**config.mk**
```make
export PLATFORM = sky130hd
export DESIGN_NAME = nrzi_rx_flat
export DESIGN_NICKNAME = d
export VERILOG_FILES = /design/src/rtl/nrzi_pkg.sv /design/src/rtl/nrzi_rx_if.sv /design/src/rtl/nrzi_bit_decoder.sv /design/src/rtl/nrzi_rx.sv /design/src/flat_wrapper.sv
export SDC_FILE = /design/constraint.sdc
export NUM_CORES = 1
export LEC_CHECK = 0
export CORE_MARGIN = 10
export CORE_UTILIZATION = 50
export DETAILED_ROUTE_END_ITERATION = 6
export HOLD_SLACK_MARGIN = 0.06
export PLACE_DENSITY = 0.72
export SYNTH_ARGS = -nofsm -noshare
export SYNTH_HDL_FRONTEND = slang
export SYNTH_SLANG_ARGS = --single-unit
export TNS_END_PERCENT = 100
```
**constraint.sdc**
```tcl
create_clock -name clk -period 2.65 [get_ports clk]
set_input_delay 0.53 -clock clk [delete_from_list [all_inputs] [get_ports clk]]
set_output_delay 0.53 -clock clk [all_outputs]
set_load 0.01 [all_outputs]
```
**src/rtl/nrzi_pkg.sv**
```systemverilog
// Shared constants, state encoding and decode helper for the NRZI receive front end.
package nrzi_pkg;

  typedef enum logic [1:0] {
    IDLE = 2'd0,
    HUNT = 2'd1,
    DATA = 2'd2,
    ERR  = 2'd3
  } nrzi_state_e;

  // Newest decoded bit sits in the MSB of the sync history.
  localparam logic [7:0] SYNC_PATTERN = 8'b1000_0000;
  localparam int         STUFF_LIMIT  = 6;
  localparam logic       IDLE_LEVEL   = 1'b1;

  // A line level equal to the previous one decodes as 1, a transition as 0.
  function automatic logic nrzi_decode(input logic line_level, input logic prev_level);
    return (line_level == prev_level);
  endfunction

endpackage

```
**src/rtl/nrzi_rx_if.sv**
```systemverilog
// Single-entry valid/ready word channel from the receiver to the packet logic.
interface nrzi_rx_if #(
  parameter int DATA_W = 8
) ();

  logic [DATA_W-1:0] rx_data;
  logic              rx_valid;
  logic              rx_ready;

  modport master (
    output rx_data,
    output rx_valid,
    input  rx_ready
  );

  modport slave (
    input  rx_data,
    input  rx_valid,
    output rx_ready
  );

endinterface

```
**src/rtl/nrzi_bit_decoder.sv**
```systemverilog
// NRZI line decode plus bit-stuff filter; forwards only non-stuffed data bits.
module nrzi_bit_decoder
  import nrzi_pkg::*;
(
  input  logic clk,
  input  logic rst_n,
  input  logic line_in,
  input  logic bit_en,
  input  logic frame_en,
  input  logic in_data,
  input  logic sync_hit,
  output logic dec_bit,
  output logic bit_strobe,
  output logic stuff_err
);

  localparam logic [2:0] LIMIT = 3'(STUFF_LIMIT);

  logic       prev_line_reg;
  logic [2:0] ones_cnt_reg;
  logic       at_limit;
  logic       active;

  assign dec_bit    = nrzi_decode(line_in, prev_line_reg);
  assign at_limit   = (ones_cnt_reg == LIMIT);
  assign active     = bit_en & frame_en & in_data;
  // The bit following a run of STUFF_LIMIT ones is the stuffed bit and never reaches the deserializer.
  assign bit_strobe = active & ~at_limit;
  assign stuff_err  = active & at_limit & dec_bit;

  always_ff @(posedge clk or negedge rst_n) begin
    if (!rst_n) begin
      prev_line_reg <= IDLE_LEVEL;
    end else if (bit_en) begin
      prev_line_reg <= line_in;
    end
  end

  // The final sync bit is a 1, so the run count starts at 1 on entry to DATA.
  always_ff @(posedge clk or negedge rst_n) begin
    if (!rst_n) begin
      ones_cnt_reg <= 3'd0;
    end else if (!frame_en) begin
      ones_cnt_reg <= 3'd0;
    end else if (sync_hit) begin
      ones_cnt_reg <= 3'd1;
    end else if (!in_data) begin
      ones_cnt_reg <= 3'd0;
    end else if (bit_en) begin
      if (at_limit || !dec_bit) begin
        ones_cnt_reg <= 3'd0;
      end else begin
        ones_cnt_reg <= ones_cnt_reg + 3'd1;
      end
    end
  end

endmodule

```
**src/rtl/nrzi_rx.sv**
```systemverilog
// NRZI serial receiver: sync hunt, destuffing, LSB-first deserializer and a
// single-entry valid/ready holding register.
module nrzi_rx
  import nrzi_pkg::*;
#(
  parameter int DATA_W = 8
) (
  input  logic       clk,
  input  logic       rst_n,
  input  logic       line_in,
  input  logic       bit_en,
  input  logic       frame_en,
  nrzi_rx_if.master  rx_bus,
  output logic       frame_active,
  output logic       sync_det,
  output logic       stuff_err,
  output logic       overrun
);

  localparam int CNT_W = (DATA_W > 1) ? $clog2(DATA_W) : 1;
  localparam logic [CNT_W-1:0] LAST_BIT = CNT_W'(DATA_W - 1);

  localparam logic [1:0] S_IDLE = IDLE;
  localparam logic [1:0] S_HUNT = HUNT;
  localparam logic [1:0] S_DATA = DATA;
  localparam logic [1:0] S_ERR  = ERR;

  logic [1:0]        state_reg, state_next;
  logic [7:0]        hist_reg;
  logic [7:0]        hist_next;
  logic [CNT_W-1:0]  bit_cnt_reg;
  logic [DATA_W-1:0] word_reg;
  logic [DATA_W-1:0] word_next;
  logic [DATA_W-1:0] rx_data_reg;
  logic              rx_valid_reg;
  logic              frame_active_reg;
  logic              sync_det_reg;
  logic              stuff_err_reg;
  logic              overrun_reg;

  logic dec_bit;
  logic bit_strobe;
  logic stuff_viol;
  logic sync_hit;
  logic word_done;
  logic load_ok;

  nrzi_bit_decoder u_decoder (
    .clk        (clk),
    .rst_n      (rst_n),
    .line_in    (line_in),
    .bit_en     (bit_en),
    .frame_en   (frame_en),
    .in_data    (state_reg == S_DATA),
    .sync_hit   (sync_hit),
    .dec_bit    (dec_bit),
    .bit_strobe (bit_strobe),
    .stuff_err  (stuff_viol)
  );

  assign hist_next = {dec_bit, hist_reg[7:1]};
  assign sync_hit  = frame_en & bit_en & (state_reg == S_HUNT) & (hist_next == SYNC_PATTERN);

  always_comb begin
    state_next = state_reg;
    if (!frame_en) begin
      state_next = S_IDLE;
    end else begin
      case (state_reg)
        S_IDLE:  state_next = S_HUNT;
        S_HUNT:  if (sync_hit) state_next = S_DATA;
        S_DATA:  if (stuff_viol) state_next = S_ERR;
        S_ERR:   state_next = S_ERR;
        default: state_next = S_IDLE;
      endcase
    end
  end

  always_ff @(posedge clk or negedge rst_n) begin
    if (!rst_n) begin
      state_reg <= S_IDLE;
    end else begin
      state_reg <= state_next;
    end
  end

  // History restarts at all-ones (idle line) so a lone 1 right after entering HUNT cannot match.
  always_ff @(posedge clk or negedge rst_n) begin
    if (!rst_n) begin
      hist_reg <= 8'hFF;
    end else if (!frame_en || state_reg != S_HUNT) begin
      hist_reg <= 8'hFF;
    end else if (bit_en) begin
      hist_reg <= hist_next;
    end
  end

  // Each incoming bit lands in the slot selected by the bit counter.
  for (genvar gi = 0; gi < DATA_W; gi++) begin : g_word_bit
    assign word_next[gi] = (bit_cnt_reg == CNT_W'(gi)) ? dec_bit : word_reg[gi];
  end

  assign word_done = bit_strobe & (bit_cnt_reg == LAST_BIT);

  always_ff @(posedge clk or negedge rst_n) begin
    if (!rst_n) begin
      bit_cnt_reg <= '0;
      word_reg    <= '0;
    end else if (!frame_en || state_reg != S_DATA || stuff_viol) begin
      bit_cnt_reg <= '0;
    end else if (bit_strobe) begin
      word_reg    <= word_next;
      bit_cnt_reg <= word_done ? '0 : bit_cnt_reg + 1'b1;
    end
  end

  assign load_ok = ~rx_valid_reg | rx_bus.rx_ready;

  always_ff @(posedge clk or negedge rst_n) begin
    if (!rst_n) begin
      rx_data_reg  <= '0;
      rx_valid_reg <= 1'b0;
      overrun_reg  <= 1'b0;
    end else begin
      overrun_reg <= word_done & ~load_ok;
      if (word_done && load_ok) begin
        rx_data_reg  <= word_next;
        rx_valid_reg <= 1'b1;
      end else if (rx_valid_reg && rx_bus.rx_ready) begin
        rx_valid_reg <= 1'b0;
      end
    end
  end

  always_ff @(posedge clk or negedge rst_n) begin
    if (!rst_n) begin
      frame_active_reg <= 1'b0;
      sync_det_reg     <= 1'b0;
      stuff_err_reg    <= 1'b0;
    end else begin
      frame_active_reg <= (state_next == S_DATA);
      sync_det_reg     <= sync_hit;
      stuff_err_reg    <= stuff_viol;
    end
  end

  assign rx_bus.rx_data  = rx_data_reg;
  assign rx_bus.rx_valid = rx_valid_reg;
  assign frame_active    = frame_active_reg;
  assign sync_det        = sync_det_reg;
  assign stuff_err       = stuff_err_reg;
  assign overrun         = overrun_reg;

endmodule

```
**src/flat_wrapper.sv**
```systemverilog
// flat-port wrapper written by rule: the top's interface ports become plain ports
module nrzi_rx_flat import nrzi_pkg::*;
#(
  parameter int DATA_W = 8
)
  (clk, rst_n, line_in, bit_en, frame_en, frame_active, sync_det, stuff_err, overrun, rx_bus_rx_data, rx_bus_rx_valid, rx_bus_rx_ready);
  nrzi_rx_if #(.DATA_W(DATA_W)) rx_bus_i ();
  input  logic clk;
  input  logic rst_n;
  input  logic line_in;
  input  logic bit_en;
  input  logic frame_en;
  output logic frame_active;
  output logic sync_det;
  output logic stuff_err;
  output logic overrun;
  output wire logic [$bits(rx_bus_i.rx_data)-1:0] rx_bus_rx_data;
  output wire logic [$bits(rx_bus_i.rx_valid)-1:0] rx_bus_rx_valid;
  input wire logic [$bits(rx_bus_i.rx_ready)-1:0] rx_bus_rx_ready;
  assign rx_bus_rx_data = rx_bus_i.rx_data;
  assign rx_bus_rx_valid = rx_bus_i.rx_valid;
  assign rx_bus_i.rx_ready = rx_bus_rx_ready;
  nrzi_rx #(.DATA_W(DATA_W)) u_core (.clk(clk), .rst_n(rst_n), .line_in(line_in), .bit_en(bit_en), .frame_en(frame_en), .rx_bus(rx_bus_i), .frame_active(frame_active), .sync_det(sync_det), .stuff_err(stuff_err), .overrun(overrun));
endmodule
```
* After elaboration in Yosys (flattened, before gate mapping)
Index checks and enable logic that the tools add are counted.
** Word-level totals
- Flip-flop bits (word level) :: 38
- Output and inout bits :: 13
- Input bits :: 6
- Logic and storage cells :: 83
** Cells by class
- Reduce and logical (&&, ||, !) cells :: 14
- Eq/ne operators :: 17
- $add $sub $neg :: 2
- Bitwise gates (word level) :: 14
- Multiplexer cells :: 24
** Operator list (number)
- $mux W3 :: 8
- $mux W8 :: 2
- $eq A3 B3 Y1 const B :: 5
- $mux W1 :: 10
- $and A1 B1 Y1 :: 9
- $eq A8 B8 Y1 const B :: 1
- $pmux W2 S4 :: 1
- $add A3 B1 Y3 const B :: 2
- $eq A2 B2 Y1 const B :: 3
- $eq A3 B2 Y1 const B :: 2
- $mux W2 :: 3
- $reduce_bool A2 Y1 :: 3
- $logic_or A1 B1 Y1 :: 4
- $ne A4 B3 Y1 const B :: 1
- $not A1 Y1 :: 4
- $eq A3 B1 Y1 const B :: 1
- $logic_not A3 Y1 :: 1
- $eq A2 B1 Y1 const B :: 1
- $logic_and A1 B1 Y1 :: 2
- $logic_not A1 Y1 :: 2
- $logic_not A2 Y1 :: 1
- $ne A2 B1 Y1 const B :: 1
- $ne A2 B2 Y1 const B :: 1
- $reduce_and A2 Y1 :: 1
- 2 further kinds :: 2

* Logic depth before layout (Yosys ltp)
- Depth in word-level cells :: 8
- Mapped depth :: 6
- Gate-level depth less buffers :: 5

* By module
A second synthesis with hierarchy kept.
** Unflattened totals
- Cells, all modules :: 152
- Area, all modules :: 1785.5 µm²
** Modules (own cells, without submodules)
- nrzi_rx :: cells each 125, sequential area each 809.5 µm², area each 1535.2 µm², instances 1
- nrzi_bit_decoder :: cells each 27, sequential area each 101.3 µm², area each 250.2 µm², instances 1

* Least setup slack after synthesis
No wires, ideal clock.
- Kind :: register to register
- From :: register u_core.bit_cnt_reg[0]
- To :: register u_core.rx_data_reg[2], in the netlist u_core.rx_bus.rx_data[2]
- Cell stages (with the launch flop) :: 6
- Required time :: 2525 ps
- Setup time :: 125 ps
- Clock period less this slack :: 1538 ps
- Path buffers :: 0
- Setup slack :: 1112 ps
- Data arrival time :: 1413 ps
- Cells stage by stage :: dfrtp_1 inv_1 ha_1 nor2b_1 mux2_2 mux2_2
** Between the ends
- Cells in the longest elaborated chain, start to end :: 3
- Elaborated cells on any way between the ends :: 5
- Classes of those cells :: eq/ne (2); mux (1); bitwise (1); reduce/logical (1)
** Ends and longest elaborated chain
- from (decl) :: line nrzi_rx.sv:31 : logic [CNT_W-1:0] bit_cnt_reg;
- from (signal assigned) :: line nrzi_rx.sv:113 : bit_cnt_reg <= word_done ? '0 : bit_cnt_reg + 1'b1;
- $eq A3 B3 Y1 :: line nrzi_rx.sv:103 : assign word_done = bit_strobe & (bit_cnt_reg == LAST_BIT);
- $and A1 B1 Y1 :: line nrzi_rx.sv:103
- $logic_and A1 B1 Y1 :: line nrzi_rx.sv:126 : if (word_done && load_ok) begin
- to (signal assigned) :: line nrzi_rx.sv:127 : rx_data_reg <= word_next;
- to (decl) :: line nrzi_rx.sv:34 : logic [DATA_W-1:0] rx_data_reg;
Parallel ways exist; a longest one is shown, timed or not.
A chain may end at the register's enable or synchronous reset.

* Final worst setup path
- From :: input line_in
- To :: register u_core.state_reg[0]
** Between the ends
- Cells in the longest elaborated chain, start to end :: 6
- Elaborated cells on any way between the ends :: 8
- Classes of those cells :: eq/ne (2); mux (4); bitwise (2)
** Ends and longest elaborated chain
- from (decl) :: line flat_wrapper.sv:10 : input logic line_in;
- $eq A1 B1 Y1 (*) :: line nrzi_pkg.sv:18 : return (line_level == prev_level);
- $eq A8 B8 Y1 :: line nrzi_rx.sv:62 : assign sync_hit = frame_en & bit_en & (state_reg == S_HUNT) & (hist_next == SYNC_PATTERN);
- $and A1 B1 Y1 :: line nrzi_rx.sv:62
- $mux W2 :: line nrzi_rx.sv:71 : S_HUNT: if (sync_hit) state_next = S_DATA;
- $pmux W2 S4 (*) :: line nrzi_rx.sv:69 : case (state_reg)
- $mux W2 (*) :: line nrzi_rx.sv:66 : if (!frame_en) begin
- via u_core.state_next[0] :: line nrzi_rx.sv:28 : logic [1:0] state_reg, state_next;
- to (signal assigned) :: line nrzi_rx.sv:83 : state_reg <= state_next;
- to (decl) :: line nrzi_rx.sv:28
The timed path passes the listed nets; every way through them passes the cells marked *.

==> flow_metrics.env <==
export IMPL_status="finished clean"
export IMPL_synth_area_leaders="dfrtp_1 (38%), mux2_2 (13%), dfstp_2 (11%)"
export IMPL_syn_nets=167
export IMPL_synth_seq_cells=36
export IMPL_path_max_fanout=24
export IMPL_largest_reg_flops=8
export IMPL_grt_first_pass_wirelength_mm=5.79
export IMPL_numClockSinks=36
export IMPL_yosys_warnings=0
export IMPL_path_class="in -> reg"
export IMPL_finalNetCount=188
export IMPL_yosysUniqueCellTypes=38
export IMPL_finalWeightedCongestion=0.762
export IMPL_synth_largest_area_cell="dfrtp_1"
export IMPL_grt_max_degree=37
export IMPL_end_kind="flip-flop"
export IMPL_period_needed_ps=2240
export IMPL_synth_common_cells="dfrtp_1 (28), mux2_2 (22), nand2_1 (17)"
export IMPL_ys_flop_type="dfrtp_1"
export IMPL_core_area_um2=3630
export IMPL_synth_avg_cell_area_um2=12.1
export IMPL_cts_repair_resized=0
export IMPL_root_buffer="clkbuf_8"
export IMPL_placed_cell_area_um2=2050
export IMPL_hpwl_mm=2.25
export IMPL_io_buffers=18
export IMPL_clk_latency_ps=290
export IMPL_cts_buffer_depth=2
export IMPL_maxCapViolations=0
export IMPL_p_per_area_nw_per_um2=478
export IMPL_hold_class="reg -> reg"
export IMPL_instances_no_fill=223
export IMPL_clkTransAtPathRegs_ps=70
export IMPL_max_slew_worst_pin_slew_ps=972
export IMPL_rows=22
export IMPL_fillers=334
export IMPL_pin_count=19
export IMPL_num_vias=1189
export IMPL_layout_drive_gt1_share_pct=26.9
export IMPL_synthArstFlopShare_pct=100
export IMPL_syn_inst=153
export IMPL_clock_skew_final_ps=4.99
export IMPL_routedWlPerCell_um=14.7
export IMPL_rsz0062_at_grt="false"
export IMPL_ant_nets=0
export IMPL_synth_area_um2=1850
export IMPL_post_route_drc_count=0
export IMPL_vias_per_cell=5.33
export IMPL_grt_pass1_vias=1242
export IMPL_hold_slack_ps=501
export IMPL_die_w_um=80.9
export IMPL_ys_seq_area_share_pct=49.2
export IMPL_place_inst=215
export IMPL_syn_to_final_growth_pct=15.3
export IMPL_wl_mm=3.27
export IMPL_cts_made_buffers=5
export IMPL_grt_use_total_pct=11.2
export IMPL_postCtsHoldBufs=0
export IMPL_htree_levels=2
export IMPL_utilization_pct=58.8
export IMPL_start_util_pct=51.0
export IMPL_finalSetupViolations=0
export IMPL_dr_pass1_iters=4
export IMPL_max_slew_margin_pct=34.9
export IMPL_critPathLaunchType="primary input"
export IMPL_antenna_found_initial=0
export IMPL_antenna_cells=0
export IMPL_post_route_period_util_pct=84.4
export IMPL_synth_top_area_share_pct=37.8
export IMPL_max_freq_mhz=447
export IMPL_critical_path_required_ps=2820
export IMPL_synth_edf_count=0
export IMPL_arrival_ps=2410
export IMPL_cellLeakagePower_nw=0.963
export IMPL_vdd_drop_max_mv=0.337
export IMPL_drtIter0Drc=111
export IMPL_dieArea_um2=6540
export IMPL_die_h_um=80.9
export IMPL_fin_area_um2=2140
export IMPL_final_hold_violation_count=0
export IMPL_drv_slew=0
export IMPL_post_cts_setup_buffers=0
export IMPL_overflow=0
export IMPL_finalSetupTns_ps=0
export IMPL_cts_tree="built"
export IMPL_synth_most_common_cell="dfrtp_1"
-- where the power goes --
group | internal, W | switching (W) | leakage (nW) | total (W)
clock network | 0.000212 | 0.000186 | 0.0455 | 0.000398
registers | 0.000555 | 0.00000310 | 0.473 | 0.000558
logic | 0.0000238 | 0.0000419 | 0.445 | 0.0000656
-- path summary, 6_finish.rpt --
| path | from | end | slack (ps) | depth (start not counted) |
|---|---|---|---|---|
| hold / removal | u_core.word_reg[5] | u_core.word_reg[5] | 500 | 1 |
| min in group asynchronous | rst_n | u_core.rx_bus.rx_data[3] | 660 | 2 |
| hold reg to reg | u_core.word_reg[5] | u_core.word_reg[5] | 500 | 1 |
| setup / recovery | line_in | u_core.state_reg[0] | 410 | 4 |
| setup reg to reg | u_core.u_decoder.prev_line_reg | u_core.state_reg[0] | 740 | 3 |
| max in group asynchronous | rst_n | u_core.hist_reg[6] | 1640 | 2 |
-- per-stage QoR --
| stage | setup slack, ps | total power (W) |
|---|---|---|
| floorplan | 1110 | 0.000612 |
| global placement | 205 | 0.000633 |
| detailed placement | 116 | 0.000634 |
| CTS | 413 | 0.00104 |
| global route | 226 | 0.00106 |
| finish | 414 | 0.00102 |
-- final cells by class --
type / instances / area, um^2 / share of cell area, %
inverter: 5 / 18.8 / 0.878
timing repair buffer: 22 / 210 / 9.84
clock buffer: 8 / 90.1 / 4.22
tap: 48 / 60.1 / 2.81
sequential: 36 / 911 / 42.6
multi-input combinational: 104 / 847 / 39.6
-- kinds of logic (layout without fill, tap and decap cells) --
group,after synthesis,in the layout,synth area share (%)
adder cells (fa/ha/maj),8,8,5.40
AO/OA/AOI/OAI,14,14,5.74
multiplexers,29,29,17.4
XOR/XNOR,1,1,0.878
buffers and inverters,13,35,5.13
flip-flops,36,36,49.2
AND/OR/NAND/NOR,52,52,16.3
-- placed cells by master (no fill, tap or decap), drive strengths merged, types with 2 or more instances in the layout --
cell and n:
a21oi 2, a31oi 2, buf 4, clkbuf 8, clkdlybuf4s50 18, dfrtp 28
dfstp 8, ha 8, inv 5, mux2 23, mux2i 6, nand2 17
nand2b 3, nand3 8, nand4 6, nand4b 2, nor2 4, nor2b 6
o32ai 2
-- per-layer routing --
metal	part of all wire, %	global-route usage, %
met1	44	12.7
met2	50	18.7
met3	4.1	4.42
met4	1.4	4.15
met5	0	0
-- critical path: stages --
cell and delay [ps]:
clkdlybuf4s50_1 460, xnor2_2 770, nand4_2 280, o311a_1 370
(Power assumes the default switching activity.)
